===== src/rtl/waterbear_mem_arbiter_pkg.sv =====
// Shared types for the waterbear RAM arbiter: requester ids, FSM states and
// the round-robin pointer helpers.
package waterbear_pkg;

    localparam int ADDR_W = 8;
    localparam int DATA_W = 16;

    typedef enum logic [1:0] {
        REQ_HOST  = 2'd0,
        REQ_FETCH = 2'd1,
        REQ_DATA  = 2'd2
    } req_id_t;

    typedef enum logic [1:0] {
        ARB_RUN   = 2'd0,
        ARB_DRAIN = 2'd1,
        ARB_HOLD  = 2'd2
    } arb_state_t;

    // Requester after the winner; DATA wraps back to HOST.
    function automatic req_id_t rr_next(input req_id_t id);
        case (id)
            REQ_HOST:  return REQ_FETCH;
            REQ_FETCH: return REQ_DATA;
            default:   return REQ_HOST;
        endcase
    endfunction

    // Grant vector bit order is {data, fetch, host}.
    function automatic req_id_t onehot_to_id(input logic [2:0] oh);
        if (oh[2])      return REQ_DATA;
        else if (oh[1]) return REQ_FETCH;
        else            return REQ_HOST;
    endfunction

endpackage


===== src/rtl/waterbear_mem_arbiter_if.sv =====
// Requester, host-control and RAM-side signals of the waterbear arbiter.
// slave = arbiter side, master = requesters plus RAM macro.
interface waterbear_mem_arbiter_if
    import waterbear_pkg::*;
#(
    parameter int AW = ADDR_W,
    parameter int DW = DATA_W
);
    logic          host_hold;
    logic          f_req;
    logic [AW-1:0] f_addr;
    logic          f_gnt;
    logic          f_rvalid;
    logic          d_req;
    logic          d_we;
    logic [AW-1:0] d_addr;
    logic [DW-1:0] d_wdata;
    logic          d_gnt;
    logic          d_rvalid;
    logic          h_req;
    logic          h_we;
    logic [AW-1:0] h_addr;
    logic [DW-1:0] h_wdata;
    logic          h_gnt;
    logic          h_rvalid;
    logic [DW-1:0] rdata;
    logic          mem_en;
    logic          mem_we;
    logic [AW-1:0] mem_addr;
    logic [DW-1:0] mem_wdata;
    logic [DW-1:0] mem_rdata;
    logic          busy;

    modport slave (
        input  host_hold, f_req, f_addr, d_req, d_we, d_addr, d_wdata,
               h_req, h_we, h_addr, h_wdata, mem_rdata,
        output f_gnt, f_rvalid, d_gnt, d_rvalid, h_gnt, h_rvalid, rdata,
               mem_en, mem_we, mem_addr, mem_wdata, busy
    );

    modport master (
        output host_hold, f_req, f_addr, d_req, d_we, d_addr, d_wdata,
               h_req, h_we, h_addr, h_wdata, mem_rdata,
        input  f_gnt, f_rvalid, d_gnt, d_rvalid, h_gnt, h_rvalid, rdata,
               mem_en, mem_we, mem_addr, mem_wdata, busy
    );

endinterface


===== src/rtl/waterbear_mem_arbiter_rr_pick.sv =====
// 3-way rotating-priority picker: search starts at ptr_i, first requester wins.
// Bit order of req_i/gnt_o is {data, fetch, host}.
module waterbear_rr_pick
    import waterbear_pkg::*;
(
    input  logic [2:0] req_i,
    input  req_id_t    ptr_i,
    output logic [2:0] gnt_o
);

    always_comb begin
        gnt_o = 3'b000;
        case (ptr_i)
            REQ_FETCH: begin
                if (req_i[1])      gnt_o[1] = 1'b1;
                else if (req_i[2]) gnt_o[2] = 1'b1;
                else if (req_i[0]) gnt_o[0] = 1'b1;
            end
            REQ_DATA: begin
                if (req_i[2])      gnt_o[2] = 1'b1;
                else if (req_i[0]) gnt_o[0] = 1'b1;
                else if (req_i[1]) gnt_o[1] = 1'b1;
            end
            default: begin
                if (req_i[0])      gnt_o[0] = 1'b1;
                else if (req_i[1]) gnt_o[1] = 1'b1;
                else if (req_i[2]) gnt_o[2] = 1'b1;
            end
        endcase
    end

endmodule


===== src/rtl/waterbear_mem_arbiter.sv =====
// Round-robin arbiter sharing the single-port program/data RAM between CPU
// fetch, CPU data and the host port, with a host hold mode for programming.
module waterbear_mem_arbiter
    import waterbear_pkg::*;
(
    input  logic                   clk,
    input  logic                   rst_n,
    waterbear_mem_arbiter_if.slave bus
);

    arb_state_t        state_q, state_d;
    req_id_t           rr_ptr_q, rr_ptr_d;
    logic              pend_vld_q, pend_vld_d;
    req_id_t           pend_id_q, pend_id_d;
    logic [DATA_W-1:0] rdata_q, rdata_d;

    logic [2:0]        req_all, req_mask, gnt;
    req_id_t           win_id;
    logic              cpu_pend;
    logic              mem_we;
    logic [ADDR_W-1:0] mem_addr;
    logic [DATA_W-1:0] mem_wdata;

    assign req_all  = {bus.d_req, bus.f_req, bus.h_req};
    assign cpu_pend = pend_vld_q && (pend_id_q != REQ_HOST);

    // Which requesters may compete this cycle; reset masks everything so the
    // combinational grants drop as soon as rst_n falls.
    always_comb begin
        state_d  = state_q;
        req_mask = 3'b000;
        case (state_q)
            ARB_RUN: begin
                if (bus.host_hold) begin
                    req_mask = 3'b001;
                    state_d  = cpu_pend ? ARB_DRAIN : ARB_HOLD;
                end else begin
                    req_mask = 3'b111;
                end
            end
            ARB_DRAIN: state_d = ARB_HOLD;
            ARB_HOLD: begin
                req_mask = 3'b001;
                if (!bus.host_hold) state_d = ARB_RUN;
            end
            default: state_d = ARB_RUN;
        endcase
        if (!rst_n) req_mask = 3'b000;
    end

    waterbear_rr_pick u_pick (
        .req_i (req_all & req_mask),
        .ptr_i (rr_ptr_q),
        .gnt_o (gnt)
    );

    assign win_id = onehot_to_id(gnt);

    always_comb begin
        rr_ptr_d = rr_ptr_q;
        if (state_q == ARB_HOLD && !bus.host_hold) rr_ptr_d = REQ_FETCH;
        else if (|gnt)                             rr_ptr_d = rr_next(win_id);
    end

    always_comb begin
        mem_we    = 1'b0;
        mem_addr  = '0;
        mem_wdata = '0;
        if (gnt[0]) begin
            mem_we    = bus.h_we;
            mem_addr  = bus.h_addr;
            mem_wdata = bus.h_wdata;
        end else if (gnt[1]) begin
            mem_addr  = bus.f_addr;
        end else if (gnt[2]) begin
            mem_we    = bus.d_we;
            mem_addr  = bus.d_addr;
            mem_wdata = bus.d_wdata;
        end
    end

    // A granted read returns next cycle to whoever owned it.
    assign pend_vld_d = (|gnt) && !mem_we;
    assign pend_id_d  = win_id;
    assign rdata_d    = pend_vld_q ? bus.mem_rdata : rdata_q;

    always_ff @(posedge clk or negedge rst_n) begin
        if (!rst_n) begin
            state_q    <= ARB_RUN;
            rr_ptr_q   <= REQ_HOST;
            pend_vld_q <= 1'b0;
            pend_id_q  <= REQ_HOST;
            rdata_q    <= '0;
        end else begin
            state_q    <= state_d;
            rr_ptr_q   <= rr_ptr_d;
            pend_vld_q <= pend_vld_d;
            pend_id_q  <= pend_id_d;
            rdata_q    <= rdata_d;
        end
    end

    assign bus.h_gnt     = gnt[0];
    assign bus.f_gnt     = gnt[1];
    assign bus.d_gnt     = gnt[2];
    assign bus.h_rvalid  = pend_vld_q && (pend_id_q == REQ_HOST);
    assign bus.f_rvalid  = pend_vld_q && (pend_id_q == REQ_FETCH);
    assign bus.d_rvalid  = pend_vld_q && (pend_id_q == REQ_DATA);
    assign bus.rdata     = rdata_d;
    assign bus.mem_en    = |gnt;
    assign bus.mem_we    = mem_we;
    assign bus.mem_addr  = mem_addr;
    assign bus.mem_wdata = mem_wdata;
    assign bus.busy      = (state_q != ARB_RUN);

endmodule

===== src/flat_wrapper.sv =====
// flat-port wrapper written by rule: the top's interface ports become plain ports
module waterbear_mem_arbiter_flat import waterbear_pkg::*;
  (clk, rst_n, bus_host_hold, bus_f_req, bus_f_addr, bus_d_req, bus_d_we, bus_d_addr, bus_d_wdata, bus_h_req, bus_h_we, bus_h_addr, bus_h_wdata, bus_mem_rdata, bus_f_gnt, bus_f_rvalid, bus_d_gnt, bus_d_rvalid, bus_h_gnt, bus_h_rvalid, bus_rdata, bus_mem_en, bus_mem_we, bus_mem_addr, bus_mem_wdata, bus_busy);
  waterbear_mem_arbiter_if bus_i ();
  input  logic clk;
  input  logic rst_n;
  input wire logic [$bits(bus_i.host_hold)-1:0] bus_host_hold;
  input wire logic [$bits(bus_i.f_req)-1:0] bus_f_req;
  input wire logic [$bits(bus_i.f_addr)-1:0] bus_f_addr;
  input wire logic [$bits(bus_i.d_req)-1:0] bus_d_req;
  input wire logic [$bits(bus_i.d_we)-1:0] bus_d_we;
  input wire logic [$bits(bus_i.d_addr)-1:0] bus_d_addr;
  input wire logic [$bits(bus_i.d_wdata)-1:0] bus_d_wdata;
  input wire logic [$bits(bus_i.h_req)-1:0] bus_h_req;
  input wire logic [$bits(bus_i.h_we)-1:0] bus_h_we;
  input wire logic [$bits(bus_i.h_addr)-1:0] bus_h_addr;
  input wire logic [$bits(bus_i.h_wdata)-1:0] bus_h_wdata;
  input wire logic [$bits(bus_i.mem_rdata)-1:0] bus_mem_rdata;
  output wire logic [$bits(bus_i.f_gnt)-1:0] bus_f_gnt;
  output wire logic [$bits(bus_i.f_rvalid)-1:0] bus_f_rvalid;
  output wire logic [$bits(bus_i.d_gnt)-1:0] bus_d_gnt;
  output wire logic [$bits(bus_i.d_rvalid)-1:0] bus_d_rvalid;
  output wire logic [$bits(bus_i.h_gnt)-1:0] bus_h_gnt;
  output wire logic [$bits(bus_i.h_rvalid)-1:0] bus_h_rvalid;
  output wire logic [$bits(bus_i.rdata)-1:0] bus_rdata;
  output wire logic [$bits(bus_i.mem_en)-1:0] bus_mem_en;
  output wire logic [$bits(bus_i.mem_we)-1:0] bus_mem_we;
  output wire logic [$bits(bus_i.mem_addr)-1:0] bus_mem_addr;
  output wire logic [$bits(bus_i.mem_wdata)-1:0] bus_mem_wdata;
  output wire logic [$bits(bus_i.busy)-1:0] bus_busy;
  assign bus_i.host_hold = bus_host_hold;
  assign bus_i.f_req = bus_f_req;
  assign bus_i.f_addr = bus_f_addr;
  assign bus_i.d_req = bus_d_req;
  assign bus_i.d_we = bus_d_we;
  assign bus_i.d_addr = bus_d_addr;
  assign bus_i.d_wdata = bus_d_wdata;
  assign bus_i.h_req = bus_h_req;
  assign bus_i.h_we = bus_h_we;
  assign bus_i.h_addr = bus_h_addr;
  assign bus_i.h_wdata = bus_h_wdata;
  assign bus_i.mem_rdata = bus_mem_rdata;
  assign bus_f_gnt = bus_i.f_gnt;
  assign bus_f_rvalid = bus_i.f_rvalid;
  assign bus_d_gnt = bus_i.d_gnt;
  assign bus_d_rvalid = bus_i.d_rvalid;
  assign bus_h_gnt = bus_i.h_gnt;
  assign bus_h_rvalid = bus_i.h_rvalid;
  assign bus_rdata = bus_i.rdata;
  assign bus_mem_en = bus_i.mem_en;
  assign bus_mem_we = bus_i.mem_we;
  assign bus_mem_addr = bus_i.mem_addr;
  assign bus_mem_wdata = bus_i.mem_wdata;
  assign bus_busy = bus_i.busy;
  waterbear_mem_arbiter u_core (.clk(clk), .rst_n(rst_n), .bus(bus_i));
endmodule

===== config.mk =====
export PLATFORM = sky130hd
export DESIGN_NAME = waterbear_mem_arbiter_flat
export DESIGN_NICKNAME = d
export VERILOG_FILES = /design/src/rtl/waterbear_mem_arbiter_pkg.sv /design/src/rtl/waterbear_mem_arbiter_if.sv /design/src/rtl/waterbear_mem_arbiter_rr_pick.sv /design/src/rtl/waterbear_mem_arbiter.sv /design/src/flat_wrapper.sv
export SDC_FILE = /design/constraint.sdc
export NUM_CORES = 1
export LEC_CHECK = 0
export BUFFER_PORTS_ARGS = -buffer_cell sky130_fd_sc_hd__buf_2
export CORE_UTILIZATION = 40
export DETAILED_ROUTE_END_ITERATION = 10
export HOLD_SLACK_MARGIN = 0.12
export PLACE_DENSITY = 0.9
export SLEW_MARGIN = 20
export SYNTH_ARGS = -nofsm -noshare
export SYNTH_HDL_FRONTEND = slang
export SYNTH_SLANG_ARGS = --single-unit
export TNS_END_PERCENT = 5

===== constraint.sdc =====
create_clock -name clk -period 5.2 [get_ports clk]
set_clock_uncertainty 0.2 [all_clocks]
set_input_delay 0 -clock clk [delete_from_list [all_inputs] [get_ports clk]]
set_output_delay 0 -clock clk [all_outputs]
set_load 0.1 [all_outputs]

After elaboration in Yosys (flattened, before gate mapping). Index checks and enable logic that the tools add are counted.

Bitwise logic cells: 1. Shifts and indexed selects: 0. Div/mod/pow operators: 0. $add $sub $neg: 0. Multiplexer cells: 32. Magnitude comparators: 0. Reductions and logical operators: 16. Multipliers: 0. Eq/ne operators: 9.

Operator list (number): $mux 16 (4); $mux 8 (3); $mux 2 (8); $pmux 3 s2 (2); $mux 1 (11); $eq 2x1->1 const B (4); $eq 2x2->1 const B (3); $logic_and 1x1->1 (6); $logic_not 2->1 (3); $mux 3 (2); $pmux 2 s3 (1); $reduce_bool 2->1 (3); $ne 2x2->1 const B (2); $pmux 2 s2 (1); $and 3x3->3 (1); $reduce_or 3->1 (1); $logic_not 1->1 (2); $reduce_and 2->1 (1).

Memory bits (writable): 0. Output and inout port bits: 49. Bits in read-only memories: 0. Input bits: 80. Register bits after elaboration: 23. Bits in latches: 0. Word-level logic and storage cells: 63. Memories kept: 0.

Logic depth before layout (Yosys ltp). Gate-level depths: netlist of run 1.

Word-level depth: 14. Depth in mapped cells: 8. Gate-level depth less buffers: 8.

By module. A second synthesis of run 1 with hierarchy kept.

Cells, all modules: 142. Area, all modules: 1440.1 um^2.

Modules (own cells, without submodules): waterbear_mem_arbiter (cells an instance 125, sequential area each 575.6 um^2, instances 1, area an instance 1332.5 um^2); waterbear_rr_pick (cells an instance 17, sequential area each 0.0 um^2, instances 1, area an instance 107.6 um^2).

Worst setup path after synthesis of run 1. Ideal clock, no wire load.

Kind: register -> output. Start point: register u_core.state_q[1]. End point: output bus_mem_addr[0]. Arrival: 3753 ps. Cell stages (with the launch flop): 5. Slack: 1247 ps. Required time: 5000 ps. Path buffers: 0. Path through: dfrtp_1 -> or4b_4 -> o31a_1 -> a211o_2 -> o21ai_0.

Longest elaborated chain between the ends: 11. Elaborated cells on any way between the ends: 18. Those cells by class: eq/ne: 1; mux: 15; bitwise: 1; reduce/logical: 1.

RTL lines: start, declared (RTL line waterbear_mem_arbiter.sv:11) `arb_state_t state_q, state_d;`; start signal, assigned (RTL line waterbear_mem_arbiter.sv:95) `state_q <= state_d;`; $eq 2x2->1 or $logic_not 2->1 (tied branches) (RTL line waterbear_mem_arbiter.sv:32) `case (state_q)`; $pmux 3 s2 (*) (RTL line waterbear_mem_arbiter.sv:32); $mux 3 (*) (RTL line waterbear_mem_arbiter.sv:48) `if (!rst_n) req_mask = 3'b000;`; $and 3x3->3 (*) (RTL line waterbear_mem_arbiter.sv:52) `.req_i (req_all & req_mask),`; $mux 1 (RTL line waterbear_mem_arbiter_rr_pick.sv:16, waterbear_mem_arbiter_rr_pick.sv:20, waterbear_mem_arbiter_rr_pick.sv:27); $mux 1 (RTL line waterbear_mem_arbiter_rr_pick.sv:15) `if (req_i[1]) gnt_o[1] = 1'b1;`; $mux 2 (RTL line waterbear_mem_arbiter_rr_pick.sv:25) `if (req_i[0]) gnt_o[0] = 1'b1;`; $pmux 3 s2 (*) (RTL line waterbear_mem_arbiter_rr_pick.sv:13) `case (ptr_i)`; $mux 8 (RTL line waterbear_mem_arbiter.sv:75) `end else if (gnt[2]) begin`; $mux 8 (RTL line waterbear_mem_arbiter.sv:73) `end else if (gnt[1]) begin`; $mux 8 (*) (RTL line waterbear_mem_arbiter.sv:69) `if (gnt[0]) begin`; end, declared (RTL line flat_wrapper.sv:28) `output wire logic [$bits(bus_i.mem_addr)-1:0] bus_mem_addr;`.

Mark *: on every way between the ends. The rest lies on a longest branch, timed or not.

Final worst setup path of run 1.
Start point: register u_core.rr_ptr_q[0]. End point: output bus_mem_addr[4].

Longest elaborated chain between the ends: 5. Elaborated cells on any way between the ends: 6. Those cells by class: eq/ne: 2; mux: 4.

RTL lines: start, declared (RTL line waterbear_mem_arbiter.sv:12) `req_id_t rr_ptr_q, rr_ptr_d;`; start signal, assigned (RTL line waterbear_mem_arbiter.sv:96) `rr_ptr_q <= rr_ptr_d;`; $eq 2x2->1 or $eq 2x1->1 (tied branches) (RTL line waterbear_mem_arbiter_rr_pick.sv:13); $pmux 3 s2 (*) (RTL line waterbear_mem_arbiter_rr_pick.sv:13); $mux 8 (RTL line waterbear_mem_arbiter.sv:75); $mux 8 (RTL line waterbear_mem_arbiter.sv:73); $mux 8 (*) (RTL line waterbear_mem_arbiter.sv:69).

Marked as above.

==> results of run 1 <==
final cells by class:
cell class / instances / share of cell area
Timing Repair Buffer: 153 / 0.373
Multi-Input combinational cell: 99 / 0.327
Sequential cell: 23 / 0.242
Tap cell: 46 / 0.0242
Inverter: 14 / 0.0221
Clock buffer: 4 / 0.0111
metal layers:
layer  part of all wire  track usage  wire length [microns]
met4              0.013       0.0844                     59
met1               0.42        0.309                   1980
met3              0.074       0.0651                    348
met2               0.49        0.413                   2330
met5                  0            0                      0
flip-flops by register name, summed over array words and instances, names as in the netlist:
| name | cells |
|---|---|
| u_core.rr_ptr_q | 2 |
| u_core.pend_vld_q | 1 |
| u_core.state_q | 2 |
| u_core.rdata_q | 16 |
| u_core.pend_id_q | 2 |
synthesized netlist by cell type, drive strengths merged, types with 2 or more instances:
cell	n
nor3b	2
inv	14
dfrtp	23
nor2	7
nand2b	2
nor2b	2
o31a	2
ha	2
a21oi	2
and3b	2
mux2	16
a22oi	8
a221oi	2
or2	4
a31oi	2
nand2	9
clkbuf	3
a22o	16
o21ai	11
buf	4
logic make-up after synthesis:
kind of cell,synth area share
and+or+nand+nor,0.137
adders and majority gates,0.0178
buffers and inverters,0.0596
muxes,0.128
DFF,0.409
AOI/OAI and AO/OA,0.248
worst max-delay path, stage by stage, from the launching register on:
cell and delay (ns):
dfrtp_1 0.39, inv_1 0.06, ha_1 0.39, or3b_2 0.50, a31oi_4 0.59, a22oi_1 0.13
o21ai_0 0.14, buf_2 0.47
power groups by stage:
stage          clock network (mW)  logic (mW)  registers, mW
5_1_grt                    0.0890        1.00          0.279
3_5_place_dp                    0       0.941          0.272
4_1_cts                    0.0804       0.958          0.267
6_report                   0.0788       0.966          0.270
3_3_place_gp                    0       0.933          0.267
2_1_floorplan                   0       0.823          0.257
what timing repair did:
item                                   CTS  global route
endpoints found under the hold margin   46             0
setup endpoints to repair                0             0
hold buffers                            25             0
per-stage QoR:
stage	hold slack, ns	cells	power [mW]	setup slack, ns	util
2_1_floorplan	-0.496	143	1.08	1.25	-
3_3_place_gp	-0.196	310	1.20	2.17	0.622
3_5_place_dp	-0.193	310	1.21	2.12	0.622
4_1_cts	0.269	339	1.31	1.78	0.705
5_1_grt	0.238	339	1.37	1.88	0.706
6_report	0.175	339	1.31	2.04	0.706
worst max-delay path by stage:
stage / to / slack, ns / cells past startpoint
floorplan: bus_mem_addr[0] / 1.25 / 4
global placement: bus_mem_addr[4] / 2.17 / 7
detailed placement: bus_mem_addr[4] / 2.12 / 7
CTS: bus_mem_addr[4] / 1.78 / 7
global route: bus_mem_addr[3] / 1.88 / 7
finish: bus_mem_addr[4] / 2.04 / 7
==> flow_summary.ini, run 1 <==
[status]
status = completed

[power_and_ir_drop]
clkPwrFrac = 0.060
p_sw_uw = 863
pwr-share-seq = 0.205
peakVddDrop_uv = 302
switching_share = 0.656
leakagePower_nw = 1.29
p_comb_frac = 0.735
power_density_nw_per_um2 = 554
p_int_uw = 452

[setup_path]
critical_path_class = reg2out
r2r_slack_ns = 2.23
crit_arrival_ns = 2.96
r2r-start = u_core.state_q[0]
rr_endpoint = u_core.pend_vld_q
reg2reg_depth = 6
cp.required_ns = 5.00
crit_fanout = 25
start_kind = flip-flop
startpoint = u_core.rr_ptr_q[0]
crit_path_end_kind = primary output

[global_route]
first_global_vias = 1530
grt-ovfl-total = 0
antenna_found_initial = 0
grt_pass1_wl_microns = 6810
grt_max_degree = 31
gr-usage-all-layers = 0.247

[floorplanning]
io_pins = 129
fp.dieArea_sq_um = 3760
fp.dieW_microns = 61.3
design.core.area_sq_um = 3360
dieHeight_microns = 61.3
initial_core_util = 0.418
rows = 21

[clock_tree]
clock_path_buffers = 2
post_cts_buffers = 0
cts_tree = yes
path_clk_slew_ns = 0.12
cts.sinks = 23
cts_resized = 0
htreeDepth = 1
clk_latency_ns = 0.30
clock-root-buffer = clkbuf_4
tritoncts.num_buffers = 3

[sta]
finalHoldViolCount = 0
tightest_slew_ns = 1.07
min_period_ns = 3.16
rsz0062_at_grt = false
max_slew_margin = 0.286
fin_crit_sh = 0.608
setup_viol = 0
final_max_slew_viol_count = 0
clock.fmax_mhz = 316
fin_tns_setup_ns = 0

[synthesis]
yosysWarnings = 0
syn_area_per_cell_sq_um = 9.83
synth_ff_type = dfrtp_1
yosys.area.top_type = dfrtp_1
yosysSeqAreaShare = 0.409
ys_ff_latch = 23
synthesis.area_sq_um = 1410
syn_nets = 225
synthTopCellsByArea = dfrtp_1 (41%), mux2_2 (13%), a22o_1 (10%)
ys_types = 33
synth_edf_count = 0
syn_inst = 143
async_flop_share = 1.00
synth_top_area_frac = 0.409

[flow_run]
cap_violations = 0

[detailed_routing]
drcViolationCount = 0
avgViaCountPerCell = 4.99
postRouteAntennaNets = 0
vias = 1692
drt-total-wl_microns = 4720
wire_per_inst_microns = 13.9
drt_iter0_markers = 118
drtPass1Iterations = 4

[placement]
dp_hpwl_microns = 3160
portBuffers = 128
place_congestion = 0.805
placed_area_sq_um = 2090

[final_layout]
fillers = 274
layout-drive-gt1-share = 0.539
layout.nets = 376
final-seq-area_sq_um = 576
multi_input_area_sq_um = 776
layout_common_cells = buf_2 (129), dlygate4sd3_1 (24), dfrtp_1 (23)
final_common_cell = buf_2
synthToLayoutAreaGrowth_pct = 68.8
final_area_sq_um = 2370
antenna_cells = 0

[min_path]
hp-class = in2async
No activity file was read; power rests on OpenSTA's default activity.
==> run 2, diff against run 1 <==
--- a/config.mk
+++ b/config.mk
@@ -5,11 +5,12 @@
 export SDC_FILE = /design/constraint.sdc
 export NUM_CORES = 1
 export LEC_CHECK = 0
+export ABC_AREA = 1
 export BUFFER_PORTS_ARGS = -buffer_cell sky130_fd_sc_hd__buf_2
-export CORE_UTILIZATION = 40
+export CORE_UTILIZATION = 39
 export DETAILED_ROUTE_END_ITERATION = 10
 export HOLD_SLACK_MARGIN = 0.12
-export PLACE_DENSITY = 0.9
+export PLACE_DENSITY = 0.85
 export SLEW_MARGIN = 20
 export SYNTH_ARGS = -nofsm -noshare
 export SYNTH_HDL_FRONTEND = slang
==> constraint.sdc (replaced) <==
create_clock -name clk -period 3.3 [get_ports clk]
set_clock_uncertainty 0.2 [all_clocks]
set_input_delay 0 -clock clk [delete_from_list [all_inputs] [get_ports clk]]
set_output_delay 0 -clock clk [all_outputs]
set_load 0.1 [all_outputs]
==> flow_summary.ini, run 2 <==
[final_layout]
final_area_sq_um = 2420
top_register = u_core.rdata_q
layout_common_cells = buf_2 (129), nand2_1 (103), nand3_1 (44)
final_common_cell = buf_2
layout-drive-gt1-share = 0.390
post-route-util = 0.651
synthToLayoutAreaGrowth_pct = 57.3
antenna_cells = 0
layout.nets = 457
largest_reg_flops = 16
fillers = 331

[clock_tree]
clock_path_buffers = 2
cts_tree = yes
cts.sinks = 23
cts_resized = 0
tritoncts.num_buffers = 3
path_clk_slew_ns = 0.08
clk_latency_ns = 0.26
post_cts_buffers = 0
clock-root-buffer = clkbuf_8
htreeDepth = 1

[floorplanning]
rows = 22
fp.dieArea_sq_um = 4200
initial_core_util = 0.414
io_pins = 129
design.core.area_sq_um = 3720
fp.dieW_microns = 64.8
dieHeight_microns = 64.8

[global_route]
first_global_vias = 1898
grt-ovfl-total = 0
gr-usage-all-layers = 0.257
antenna_found_initial = 0
grt_pass1_wl_microns = 8340
grt_max_degree = 28

[synthesis]
yosysSeqAreaShare = 0.374
synthesis.area_sq_um = 1540
ys_ff_latch = 23
synth.most_common_cell = nand2_1
synth_ff_type = dfrtp_1
yosysWarnings = 0
synth_edf_count = 0
synthTopCellsByArea = dfrtp_1 (37%), nand2_1 (25%), nand3_1 (14%)
synth_top_area_frac = 0.374
async_flop_share = 1.00
synth_common_cells = nand2_1 (103), nand3_1 (44), dfrtp_1 (23)
ys_types = 22
syn_area_per_cell_sq_um = 6.69
yosys.area.top_type = dfrtp_1
syn_inst = 230
syn_nets = 312

[setup_path]
start_kind = flip-flop
crit_path_end_kind = flip-flop
cp.required_ns = 3.30
critical_path_class = reg2reg
crit_chain = inv_1 -> ha_1 -> mux2i_1 -> a21oi_2 -> inv_2 -> nand3_1 -> nand2_2 -> dlygate4sd3_1 -> nor2_1
cpPeakStageDelay_ns = 0.54
slowest_stage = dlygate4sd3_1
crit_fanout = 25
crit_arrival_ns = 2.81

[detailed_routing]
wire_per_inst_microns = 12.2
avgViaCountPerCell = 4.77
drt_iter0_markers = 98
drt-total-wl_microns = 5140
drtPass1Iterations = 4
vias = 2013
drcViolationCount = 0
postRouteAntennaNets = 0

[sta]
max_slew_margin = 0.578
tightest_slew_ns = 0.632
clock.fmax_mhz = 355
rsz0062_at_grt = false
final_max_slew_viol_count = 0
min_period_ns = 2.81
finalHoldViolCount = 0
fin_tns_setup_ns = 0
setup_viol = 0
fin_crit_sh = 0.853

[placement]
place_congestion = 0.805
dp_hpwl_microns = 3530
placed_area_sq_um = 2150
portBuffers = 128

[status]
status = completed

[flow_run]
cap_violations = 0

[min_path]
hp-class = in2reg
-- run 2: cell families after synthesis --
logic type,count (synthesis),share of synthesized area
flip-flops,23,0.374
AO/OA/AOI/OAI,6,0.0220
adder cells (fa/ha/maj),2,0.0163
AND/OR/NAND/NOR,169,0.473
multiplexers,1,0.00651
buffers and inverters,29,0.108
-- run 2: layer usage --
metal | up-vias | global-route usage | wire length (microns)
met3 | 12 | 0.0458 | 321
met4 | 0 | 0.0778 | 110
met1 | 888 | 0.296 | 2010
met2 | 91 | 0.475 | 2700
li1 | 1022 | - | -
met5 | - | 0 | 0
-- run 2: what timing repair did --
item / 4_1_cts / 5_1_grt
setup endpoints to repair: 0 / 0
endpoints found under the hold margin: 46 / 0
hold buffers: 23 / 0
-- run 2: metrics by stage --
stage               hold slack [ns]  worst slack [ns]  std cells
finish                        0.191             0.485        422
floorplan                    -0.496             0.200        230
global placement             -0.179              1.06        395
detailed placement           -0.175             0.940        395
global route                  0.260             0.267        422
CTS                           0.184             0.488        422
-- run 2: critical path, delay by kind of cell, from the launching register on --
kind                     cells  cell delay [ns]
AND/OR/NAND/NOR              3             0.34
AO/OA/AOI/OAI                1             0.44
multiplexers                 1             0.15
buffers and inverters        3             0.90
flip-flops                   1             0.38
adder cells (fa/ha/maj)      1             0.33
-- run 2: cell type report --
class                   count  area (sq um)  area share
well taps                  48          60.1      0.0248
multi-input cells         178           796       0.329
repair buffers            152           873       0.361
inverters                  17          68.8      0.0285
flip-flops and latches     23           576       0.238
clock buffers               4          45.0      0.0186
-- run 2: final timing paths --
| path | to | from | slack, ns | cells past startpoint |
|---|---|---|---|---|
| max | u_core.pend_vld_q | u_core.rr_ptr_q[0] | 0.49 | 9 |
| min | u_core.pend_id_q[0] | bus_h_req | 0.19 | 7 |
| max reg2reg | u_core.pend_vld_q | u_core.rr_ptr_q[0] | 0.49 | 9 |
| min reg2reg | u_core.rdata_q[7] | u_core.rdata_q[7] | 0.27 | 2 |
| max in group asynchronous | u_core.rdata_q[11] | rst_n | 2.33 | 3 |
| min in group asynchronous | u_core.rdata_q[4] | rst_n | 0.23 | 3 |
Power of run 2 is left out: the tool's default activity adds up to more than one toggle a clock period on the data nets, which glitch-free logic cannot reach.
